[config.mk]
export PLATFORM = sky130hd
export DESIGN_NAME = de2_sopc_cpu_oci_trace_fifo
export DESIGN_NICKNAME = d
export VERILOG_FILES = /design/src/rtl/de2_sopc_cpu_oci_pkg.sv /design/src/rtl/de2_sopc_cpu_oci_frame_fifo.sv /design/src/rtl/de2_sopc_cpu_oci_trace_fifo.sv
export SDC_FILE = /design/constraint.sdc
export NUM_CORES = 1
export LEC_CHECK = 0
export BUFFER_PORTS_ARGS = -buffer_cell sky130_fd_sc_hd__buf_2
export CAP_MARGIN = 20
export CORE_MARGIN = 2
export CORE_UTILIZATION = 49
export CTS_CLUSTER_SIZE = 20
export DETAILED_ROUTE_END_ITERATION = 12
export GPL_TIMING_DRIVEN = 0
export PLACE_DENSITY = 0.68
export SLEW_MARGIN = 20
export SYNTH_ARGS = -nofsm -noshare
export SYNTH_HDL_FRONTEND = slang
export SYNTH_SLANG_ARGS = --single-unit
[constraint.sdc]
create_clock -name clk -period 4.5 [get_ports clk]
set_clock_uncertainty 0.1 [all_clocks]
set_input_delay 0.225 -clock clk [delete_from_list [all_inputs] [get_ports clk]]
set_output_delay 0.225 -clock clk [all_outputs]
set_load 0.01 [all_outputs]
[src/rtl/de2_sopc_cpu_oci_pkg.sv]
// Shared types and default widths for the OCI trace frame FIFO.
//   oci_tf_state_t : drain sequencer states (RUN, DRAIN, DONE)
//   oci_frame_t    : one stored frame {packed slot data, clamped slot count}
//   clamp_count    : limits a raw dct_count to SLOTS
package de2_sopc_cpu_oci_pkg;

   localparam int unsigned SLOT_W  = 10;
   localparam int unsigned SLOTS   = 3;
   localparam int unsigned CNT_W   = 4;
   localparam int unsigned FRAME_W = SLOTS * SLOT_W;

   typedef enum logic [1:0] {RUN, DRAIN, DONE} oci_tf_state_t;

   typedef struct packed {
      logic [FRAME_W-1:0] data;
      logic [CNT_W-1:0]   count;
   } oci_frame_t;

   function automatic logic [CNT_W-1:0] clamp_count(input logic [CNT_W-1:0] c);
      return (c > CNT_W'(SLOTS)) ? CNT_W'(SLOTS) : c;
   endfunction

endpackage

[src/rtl/de2_sopc_cpu_oci_frame_fifo.sv]
// Single-clock synchronous FIFO with registered storage.
// Ports:
//   clk, reset       clock, synchronous active-high reset (pointers/level only)
//   push, wdata      write request and data; ignored when full
//   pop, rdata       read request; rdata shows the head entry combinationally
//   full, empty      status
//   level            number of entries held
// DEPTH must be a power of two so the pointers wrap naturally.
module de2_sopc_cpu_oci_frame_fifo #(
   parameter int unsigned WIDTH = 34,
   parameter int unsigned DEPTH = 8
) (
   input  logic                     clk,
   input  logic                     reset,
   input  logic                     push,
   input  logic [WIDTH-1:0]         wdata,
   input  logic                     pop,
   output logic [WIDTH-1:0]         rdata,
   output logic                     full,
   output logic                     empty,
   output logic [$clog2(DEPTH):0]   level
);

   localparam int unsigned AW = $clog2(DEPTH);

   logic [WIDTH-1:0] mem_q [DEPTH];
   logic [AW-1:0]    wr_ptr_q, rd_ptr_q;
   logic [AW:0]      level_q;
   logic             do_push, do_pop;

   assign full    = (level_q == (AW+1)'(DEPTH));
   assign empty   = (level_q == '0);
   assign level   = level_q;
   assign rdata   = mem_q[rd_ptr_q];
   assign do_push = push && !full;
   assign do_pop  = pop && !empty;

   always_ff @(posedge clk) begin
      if (reset) begin
         wr_ptr_q <= '0;
         rd_ptr_q <= '0;
         level_q  <= '0;
      end else begin
         if (do_push) wr_ptr_q <= wr_ptr_q + 1'b1;
         if (do_pop)  rd_ptr_q <= rd_ptr_q + 1'b1;
         if (do_push && !do_pop)      level_q <= level_q + 1'b1;
         else if (do_pop && !do_push) level_q <= level_q - 1'b1;
      end
   end

   // Storage needs no reset: contents are only visible through valid entries.
   always_ff @(posedge clk) begin
      if (do_push) mem_q[wr_ptr_q] <= wdata;
   end

endmodule

[src/rtl/de2_sopc_cpu_oci_trace_fifo.sv]
// OCI debug-trace frame buffer: queues packed DCT frames, unpacks them into single slots on a
// valid/ready stream and sequences the end-of-test drain.
// Ports:
//   clk, reset               clock, synchronous active-high reset
//   dct_valid/buffer/count   incoming packed frame and its slot count
//   test_ending              drain request (level or pulse)
//   out_valid/ready          slot stream handshake
//   out_slot, out_last       current slot, final slot of its frame
//   fill_level               frames in FIFO (frame in unpacker not included)
//   drop_count               frames lost on full, saturating
//   count_err                sticky: a dct_count larger than SLOTS was seen
//   test_has_ended           drain complete, held until reset
// Build option: define OCI_TRACE_DROP_CNT_EN to enable drop_count (otherwise tied to 0).
module de2_sopc_cpu_oci_trace_fifo
   import de2_sopc_cpu_oci_pkg::*;
#(
   parameter int unsigned DEPTH  = 8,
   parameter int unsigned DROP_W = 16
) (
   input  logic                   clk,
   input  logic                   reset,
   input  logic                   dct_valid,
   input  logic [FRAME_W-1:0]     dct_buffer,
   input  logic [CNT_W-1:0]       dct_count,
   input  logic                   test_ending,
   output logic                   out_valid,
   input  logic                   out_ready,
   output logic [SLOT_W-1:0]      out_slot,
   output logic                   out_last,
   output logic [$clog2(DEPTH):0] fill_level,
   output logic [DROP_W-1:0]      drop_count,
   output logic                   count_err,
   output logic                   test_has_ended
);

   oci_tf_state_t state_q, state_d;

   logic                       push_req, push, pop, full, empty;
   logic                       slot_hs, last_hs;
   logic [$bits(oci_frame_t)-1:0] fifo_rdata;
   oci_frame_t                 push_frame, frame_q;
   logic [CNT_W-1:0]           idx_q;
   logic                       busy_q, count_err_q;

   // Frames are only accepted while running; zero-slot frames carry nothing.
   assign push_req   = dct_valid && (state_q == RUN) && (dct_count != '0);
   assign push       = push_req && !full;
   assign push_frame = '{data: dct_buffer, count: clamp_count(dct_count)};

   de2_sopc_cpu_oci_frame_fifo #(
      .WIDTH ($bits(oci_frame_t)),
      .DEPTH (DEPTH)
   ) u_frame_fifo (
      .clk   (clk),
      .reset (reset),
      .push  (push),
      .wdata (push_frame),
      .pop   (pop),
      .rdata (fifo_rdata),
      .full  (full),
      .empty (empty),
      .level (fill_level)
   );

   // Unpacker
   assign out_valid = busy_q;
   assign out_last  = busy_q && (idx_q == frame_q.count - 1'b1);
   assign slot_hs   = busy_q && out_ready;
   assign last_hs   = slot_hs && out_last;
   // Load when idle, or on the final slot handshake so frames stream back-to-back.
   assign pop       = !empty && (!busy_q || last_hs);

   always_comb begin
      out_slot = '0;
      for (int i = 0; i < SLOTS; i++) begin
         if (idx_q == CNT_W'(i)) out_slot = frame_q.data[i*SLOT_W +: SLOT_W];
      end
   end

   always_ff @(posedge clk) begin
      if (reset) begin
         frame_q <= '0;
         idx_q   <= '0;
         busy_q  <= 1'b0;
      end else if (pop) begin
         frame_q <= oci_frame_t'(fifo_rdata);
         idx_q   <= '0;
         busy_q  <= 1'b1;
      end else if (last_hs) begin
         busy_q  <= 1'b0;
      end else if (slot_hs) begin
         idx_q   <= idx_q + 1'b1;
      end
   end

   always_ff @(posedge clk) begin
      if (reset) begin
         count_err_q <= 1'b0;
      end else if (dct_valid && (state_q == RUN) && (dct_count > CNT_W'(SLOTS))) begin
         count_err_q <= 1'b1;
      end
   end
   assign count_err = count_err_q;

`ifdef OCI_TRACE_DROP_CNT_EN
   logic [DROP_W-1:0] drop_q;
   always_ff @(posedge clk) begin
      if (reset) begin
         drop_q <= '0;
      end else if (push_req && full && (drop_q != '1)) begin
         drop_q <= drop_q + 1'b1;
      end
   end
   assign drop_count = drop_q;
`else
   assign drop_count = '0;
`endif

   // Drain sequencer
   always_ff @(posedge clk) begin
      if (reset) state_q <= RUN;
      else       state_q <= state_d;
   end

   always_comb begin
      state_d = state_q;
      unique case (state_q)
         RUN:   if (test_ending) state_d = DRAIN;
         // Finishing on the last handshake edge raises test_has_ended right after it.
         DRAIN: if (empty && (!busy_q || last_hs)) state_d = DONE;
         DONE:  state_d = DONE;
         default: state_d = RUN;
      endcase
   end

   assign test_has_ended = (state_q == DONE);

endmodule

# [Word level (Yosys, flattened, before mapping)]
# Memories as Yosys holds them, arrays and structs flattened. A register that Yosys moved wholly into a read port is not among the register bits.
# Index checks and enable logic that the tools add are counted.
[totals] out_inout_bits=34 mem_bits_ro=0 inputBits=39 latchBits=0 ff_bits=18 memories=1 mem_bits_rw=272
[classes] n_reduce_logical=28 n_addsub=6 shift=0 bitwise_logic=1 n_mul=0 n_div=0 eq_ne=8 n_lt_le_gt_ge=1 muxes=13
[memory_table] memory="u_frame_fifo.mem_q" depth=8 width=34 read_ports=1 rd_clocked_by_memory_dff=1 write_ports=1 line_no="de2_sopc_cpu_oci_frame_fifo.sv:26" text="logic [WIDTH-1:0] mem_q [DEPTH];"
[op_table] op="10-bit 2-to-1 mux" count=3
[op_table] op="1-bit logical AND" count=13
[op_table] op="4-bit 2-to-1 mux" count=3
[op_table] op="4-bit by 1-bit adder with 4-bit output (second input constant)" count=2
[op_table] op="4-bit logical NOT" count=2
[op_table] op="4-bit by 1-bit subtractor with 4-bit output (second input constant)" count=2
[op_table] op="3-bit by 1-bit adder with 3-bit output (second input constant)" count=2
[op_table] op="2-bit case mux with 3 select lines" count=1
[op_table] op="1-bit logical NOT" count=5
[op_table] op="4-bit by 1-bit equality test with 1-bit output (second input constant)" count=1
[op_table] op="4-bit by 2-bit equality test with 1-bit output (second input constant)" count=1
[op_table] op="4-bit equality test" count=1
[op_table] op="4-bit equality test (second input constant)" count=1
[op_table] op="4-bit by 2-bit > comparator with 1-bit output (second input constant)" count=1
[op_table] op="1-bit 2-to-1 mux" count=4
[op_table] op="2-bit 2-to-1 mux" count=2
[op_table] op="2-bit != test (second input constant)" count=2
[op_table] op="2-bit AND reduction" count=2
[op_table] op="2-bit nonzero test" count=2
[op_table] op="4-bit nonzero test" count=1
[op_table] op="2-bit by 1-bit equality test with 1-bit output (second input constant)" count=1
[op_table] op="2-bit equality test (second input constant)" count=1
[op_table] op="2-bit logical NOT" count=1
[op_table] op="2-bit OR reduction" count=1
[op_table] op="2 further kinds" count=2

# [Logic depth before layout (Yosys ltp)]
[logic_depth] word_depth=10 depth_mapped=17 mapped_depth_nobuf=15

# [Hierarchy]
# From an unflattened synthesis, not the netlist that was laid out.
[unflattened] cells_unflattened=703 area_unflattened_um2=13162.6
[modules_own_cells] module="de2_sopc_cpu_oci_frame_fifo" area_per_inst_um2=10984.3 seq_area_each_um2=8428.1 n_inst=1 cells_per_inst=467
[modules_own_cells] module="de2_sopc_cpu_oci_trace_fifo" area_per_inst_um2=2178.3 seq_area_each_um2=840.8 n_inst=1 cells_per_inst=236

# [Worst setup path after synthesis]
# No wires, ideal clock.
[synth_path] kind="reg-to-reg" startpoint="reg u_frame_fifo.level_q[0] (netlist: u_frame_fifo.level[0])" endpoint="mem u_frame_fifo.mem_q[2][0], enable pin" synth_period_minus_slack_ps=4188 stages_incl_launch_ff=5 t_required_ps=3925 path_buffers=0 setup_ps=475 setup_slack_ps=312 t_arrival_ps=3613 cell_sequence="dfxtp_1 > or4b_2 > o2111a_1 > nand2b_1 > nor3b_1"
[synth_between] elab_chain_cells=6
[synth_lines] element="from (decl)" line_no="de2_sopc_cpu_oci_frame_fifo.sv:28" text="logic [AW:0] level_q;"
[synth_lines] element="from (signal assigned)" line_no="de2_sopc_cpu_oci_frame_fifo.sv:46" text="if (do_push && !do_pop) level_q <= level_q + 1'b1;"
[synth_lines] element="from (signal assigned)" line_no="de2_sopc_cpu_oci_frame_fifo.sv:47" text="else if (do_pop && !do_push) level_q <= level_q - 1'b1;"
[synth_lines] element="4-bit equality test *" line_no="de2_sopc_cpu_oci_frame_fifo.sv:31" text="assign full = (level_q == (AW+1)'(DEPTH));"
[synth_lines] element="1-bit logical NOT *" line_no="de2_sopc_cpu_oci_frame_fifo.sv:35, de2_sopc_cpu_oci_trace_fifo.sv:47"
[synth_lines] element="1-bit logical AND" line_no="de2_sopc_cpu_oci_trace_fifo.sv:47" text="assign push = push_req && !full;"
[synth_lines] element="1-bit logical AND *" line_no="de2_sopc_cpu_oci_frame_fifo.sv:35" text="assign do_push = push && !full;"
[synth_lines] element="named net u_frame_fifo.do_push" line_no="de2_sopc_cpu_oci_frame_fifo.sv:29" text="logic do_push, do_pop;"
[synth_lines] element="1-bit 2-to-1 mux *" line_no="de2_sopc_cpu_oci_frame_fifo.sv:53" text="if (do_push) mem_q[wr_ptr_q] <= wdata;"
[synth_lines] element="1-bit 2-to-1 mux (implied by the code) *" line_no="de2_sopc_cpu_oci_frame_fifo.sv:53"
[synth_lines] element="to (decl)" line_no="de2_sopc_cpu_oci_frame_fifo.sv:26"
# Mark *: on every way through the listed nets, which the timed path passes. The rest lies on a longest branch.

# [Worst setup path after layout]
[layout_path] startpoint="reg frame_q[0] (netlist name)" endpoint="reg u_frame_fifo.level_q[3] (netlist: u_frame_fifo.level[3])"
[layout_between] elab_chain_cells=10
[layout_lines] element="4-bit by 1-bit subtractor with 4-bit output *" line_no="de2_sopc_cpu_oci_trace_fifo.sv:67" text="assign out_last = busy_q && (idx_q == frame_q.count - 1'b1);"
[layout_lines] element="4-bit equality test *" line_no="de2_sopc_cpu_oci_trace_fifo.sv:67"
[layout_lines] element="1-bit logical AND *" line_no="de2_sopc_cpu_oci_trace_fifo.sv:67"
[layout_lines] element="1-bit logical AND *" line_no="de2_sopc_cpu_oci_trace_fifo.sv:69" text="assign last_hs = slot_hs && out_last;"
[layout_lines] element="1-bit logical OR *" line_no="de2_sopc_cpu_oci_trace_fifo.sv:71" text="assign pop = !empty && (!busy_q || last_hs);"
[layout_lines] element="1-bit logical AND *" line_no="de2_sopc_cpu_oci_trace_fifo.sv:71"
[layout_lines] element="1-bit logical AND *" line_no="de2_sopc_cpu_oci_frame_fifo.sv:36" text="assign do_pop = pop && !empty;"
[layout_lines] element="1-bit logical NOT" line_no="de2_sopc_cpu_oci_frame_fifo.sv:46"
[layout_lines] element="1-bit logical AND" line_no="de2_sopc_cpu_oci_frame_fifo.sv:46"
[layout_lines] element="4-bit 2-to-1 mux / 2-bit nonzero test (equally long branches)"
# Every way passes the cells marked *; elsewhere a longest branch is shown, timed or not.
# A chain may end at the register's enable or synchronous reset.

==> results.toml <==
[floorplanning]
coreArea_mm2 = 0.0259
die_y_um = 166
fp.dieW_um = 166
dieArea_mm2 = 0.0276
io_pins = 73
initial_utilization_pct = 49.7
rows = 59

[layout]
area_growth_pct = 20.2
fillers = 1912
nets = 950
final_layout_size_suffix_gt1_share_pct = 27.0
num_antenna_cells = 0

[clocking]
cts_tree = "done"
htree_levels = 2
numCtsBuffers = 34
postCtsSetupBuffers = 0
ctsLongestPathBuffers = 3
postCtsResizedCells = 0
cts-root-buf = "clkbuf_16"
path_clk_slew_ns = 0.06
clkLatencyLatePin_ns = 0.51
clock_sinks = 324

[pwr]
p_leak_uw = 0.00521
ir_worst_vdd_mv = 0.337
comb_power_share_pct = 26.6
seqPwrFrac_pct = 42.9
power_frac_clock_pct = 30.5
power.share.switching_pct = 29.4
p_sw_uw = 2600
p_int_uw = 6250
finalPower_uw = 8840
powerDensity_mw_per_mm2 = 571

[worst_setup_path]
slowest_delay_ns = 0.39
cp_data_arrival_time_ns = 4.02
start_kind = "flip-flop"
cp_max_fo = 10
required_ns = 4.83
crit_start = "frame_q[0]"
setup.worst_path.end_class = "flip-flop"
r2r-end = "u_frame_fifo.level[3]"
r2r_slack_ns = 0.81
critical_path_class = "flip-flop to flip-flop"
critPathSlowestCell = "dfxtp_1"
path_cells = "inv_1 -> ha_1 -> xor2_1 -> xnor2_1 -> a41o_1 -> and2_1 -> clkbuf_1 -> buf_2 -> inv_1 -> ha_1 -> inv_1 -> ha_1 -> a21o_1 -> a21oi_1 -> xnor2_1 -> or3_1 -> a21oi_1"
reg2reg_from = "frame_q[0]"
reg2reg_depth = 17

[global_routing]
grt_pass1_vias = 7138
grt_usage_pct = 20.1
grt_pass1_wl_um = 42200
grt_max_degree = 17
grt-ovfl-total = 0
antenna_found_initial = 0

[sta]
fmax_mhz = 271
finalSetupViolCount = 0
post-route-min-period_ns = 3.69
finalCritPeriodShare_pct = 82.0
maxSlewViolCount = 0
setup_slack_ns = 0.811
rsz0062_at_grt = "false"
finalHoldViolCount = 0
worst_slew_pin_slew_ns = 0.957
slew-limit-headroom_pct = 36.2

[route]
viasPerCell = 5.51
first_iter_violations = 538
drc_errors = 0
dr.pass1.iters = 4
routedWlPerCell_um = 21.6
wl_um = 27100
ant_nets = 0
vias = 6926

[synthesis]
netlist_instances = 709
yosysWarnings = 0
yosysUniqueCellTypes = 45
syn_area_mm2 = 0.0129
async_flop_share_pct = 0
yosys_most_used_dff = "edfxtp_1"
avgSynthCellArea_um2 = 18.2
synth-edff-count = 272
ys_ff_latch = 324
yosysSeqAreaShare_pct = 71.5

[job]
max_cap_violations = 0

[placed_design]
io_buffers = 56
gp_congestion = 0.836
place_hpwl_um = 18400
dp_slack_ns = 0.854

[hold_path]
min_from = "reset"
hold_depth = 3
worstHoldPathType = "input port to flip-flop"
min_to = "u_frame_fifo.rd_ptr_q[2]"

[run_status]
status = "completed"
-- cell families (layout without fill, tap and decap cells) --
logic type	after synthesis	after routing	share of synthesized area, %
AND/OR/NAND/NOR	66	66	2.80
multiplexers	108	108	15.0
XOR/XNOR	11	11	0.748
flip-flops	324	324	71.5
adder cells (fa/ha/maj)	15	15	1.52
buffers and inverters	73	254	2.87
AO/OA/AOI/OAI	111	111	5.47
other	1	32	0.0291
-- flip-flops by register name, summed over array words and instances, names as in the netlist, 2 cells and up --
signal	count
u_frame_fifo.level	4
idx_q	4
u_frame_fifo.mem_q	272
state_q	2
frame_q	34
u_frame_fifo.rd_ptr_q	3
u_frame_fifo.wr_ptr_q	3
-- layout make-up --
class                   count  area, um^2  share of cell area [%]
multi-input cells         343        3460                    22.4
flip-flops and latches    324        9210                    59.5
clock inverters            14         141                   0.914
plain buffers              62         328                    2.12
clock buffers              47         931                    6.02
repair buffers            120         947                    6.12
inverters                  11        41.3                   0.267
well taps                 335         419                    2.71
-- cell usage after synthesis, types with 4 or more instances --
library cell	number	share of area, %
edfxtp_1	272	63
mux4_2	68	12
dfxtp_1	52	8.1
a21oi_1	42	1.6
mux2i_1	39	3.0
a211oi_1	34	2.0
clkbuf_1	27	0.79
buf_4	18	1.0
nand2_1	17	0.50
buf_2	16	0.62
ha_1	14	1.4
o21ai_0	14	0.54
a22oi_1	11	0.64
inv_1	11	0.32
nor2_1	11	0.32
nand2b_1	9	0.44
nor3b_1	6	0.35
xor2_1	6	0.41
nor3_1	5	0.19
xnor2_1	5	0.34
nand3_1	4	0.16
-- cell usage in the layout (no fill, tap or decap), types with 6 or more instances in the layout --
cell type      instances
clkbuf_1              38
a22oi_1               11
buf_6                  8
clkbuf_16             35
ha_1                  14
inv_1                 11
nand2_1               17
nand2b_1               9
edfxtp_1             272
buf_4                 39
a211oi_1              34
mux2i_1               39
a21oi_1               42
buf_2                 72
dfxtp_1               52
clkinv_1               6
dlygate4sd3_1         32
o21ai_0               14
xor2_1                 6
mux4_2                68
nor2_1                 9
conb_1                32
-- power groups by stage --
stage	logic (uW)	clock network (uW)	registers (uW)
4_1_cts	2380	2740	3780
5_1_grt	2590	2840	3820
2_1_floorplan	1610	0	3810
3_3_place_gp	2240	0	3860
3_5_place_dp	2340	0	3840
6_report	2360	2700	3790
-- metrics by stage --
step | std cells | area (um^2) | TNS [ns] | hold slack (ns) | utilization, %
floorplan | 740 | 13000 | 0 | 0.224 | -
global placement | 1131 | 13700 | -486.93 | 0.333 | 52.8
detailed placement | 1163 | 14100 | 0 | 0.341 | 54.3
CTS | 1256 | 15500 | 0 | 0.00301 | 59.7
global route | 1256 | 15500 | 0 | 0.0536 | 59.7
finish | 1256 | 15500 | 0 | 0.00790 | 59.7
-- routing by layer --
metal,vias up,share of wire [%],global-route usage (%)
met2,199,47,31.7
met4,0,2.2,6.12
li1,3170,-,-
met5,-,0,0
met3,42,4.8,2.76
met1,3515,46,29.6
-- how the worst max path moves through the flow --
stage	to	slack, ns	cells after the start
4_1_cts	u_frame_fifo.level[3]	0.83	17
3_5_place_dp	u_frame_fifo.level[3]	0.85	17
3_3_place_gp	u_frame_fifo.mem_q[2][31]	-2.49	5
5_1_grt	u_frame_fifo.level[3]	0.48	17
2_1_floorplan	u_frame_fifo.mem_q[2][0]	0.31	4
6_report	u_frame_fifo.level[3]	0.81	17
-- repair_timing --
item,CTS,global route
endpoints found under the hold margin,241,0
endpoints found under the setup margin,0,0
hold buffers,32,0
-- critical path, delay by kind of cell (launching register included) --
kind,cells,cell delay (ns)
and+or+nand+nor,2,0.45
xor gates and xnor gates,3,0.56
buffers and inverters,5,0.69
adders and majority gates,3,0.67
DFF,1,0.39
AOI/OAI and AO/OA,4,0.77
Power figures use the tool's default switching activity.
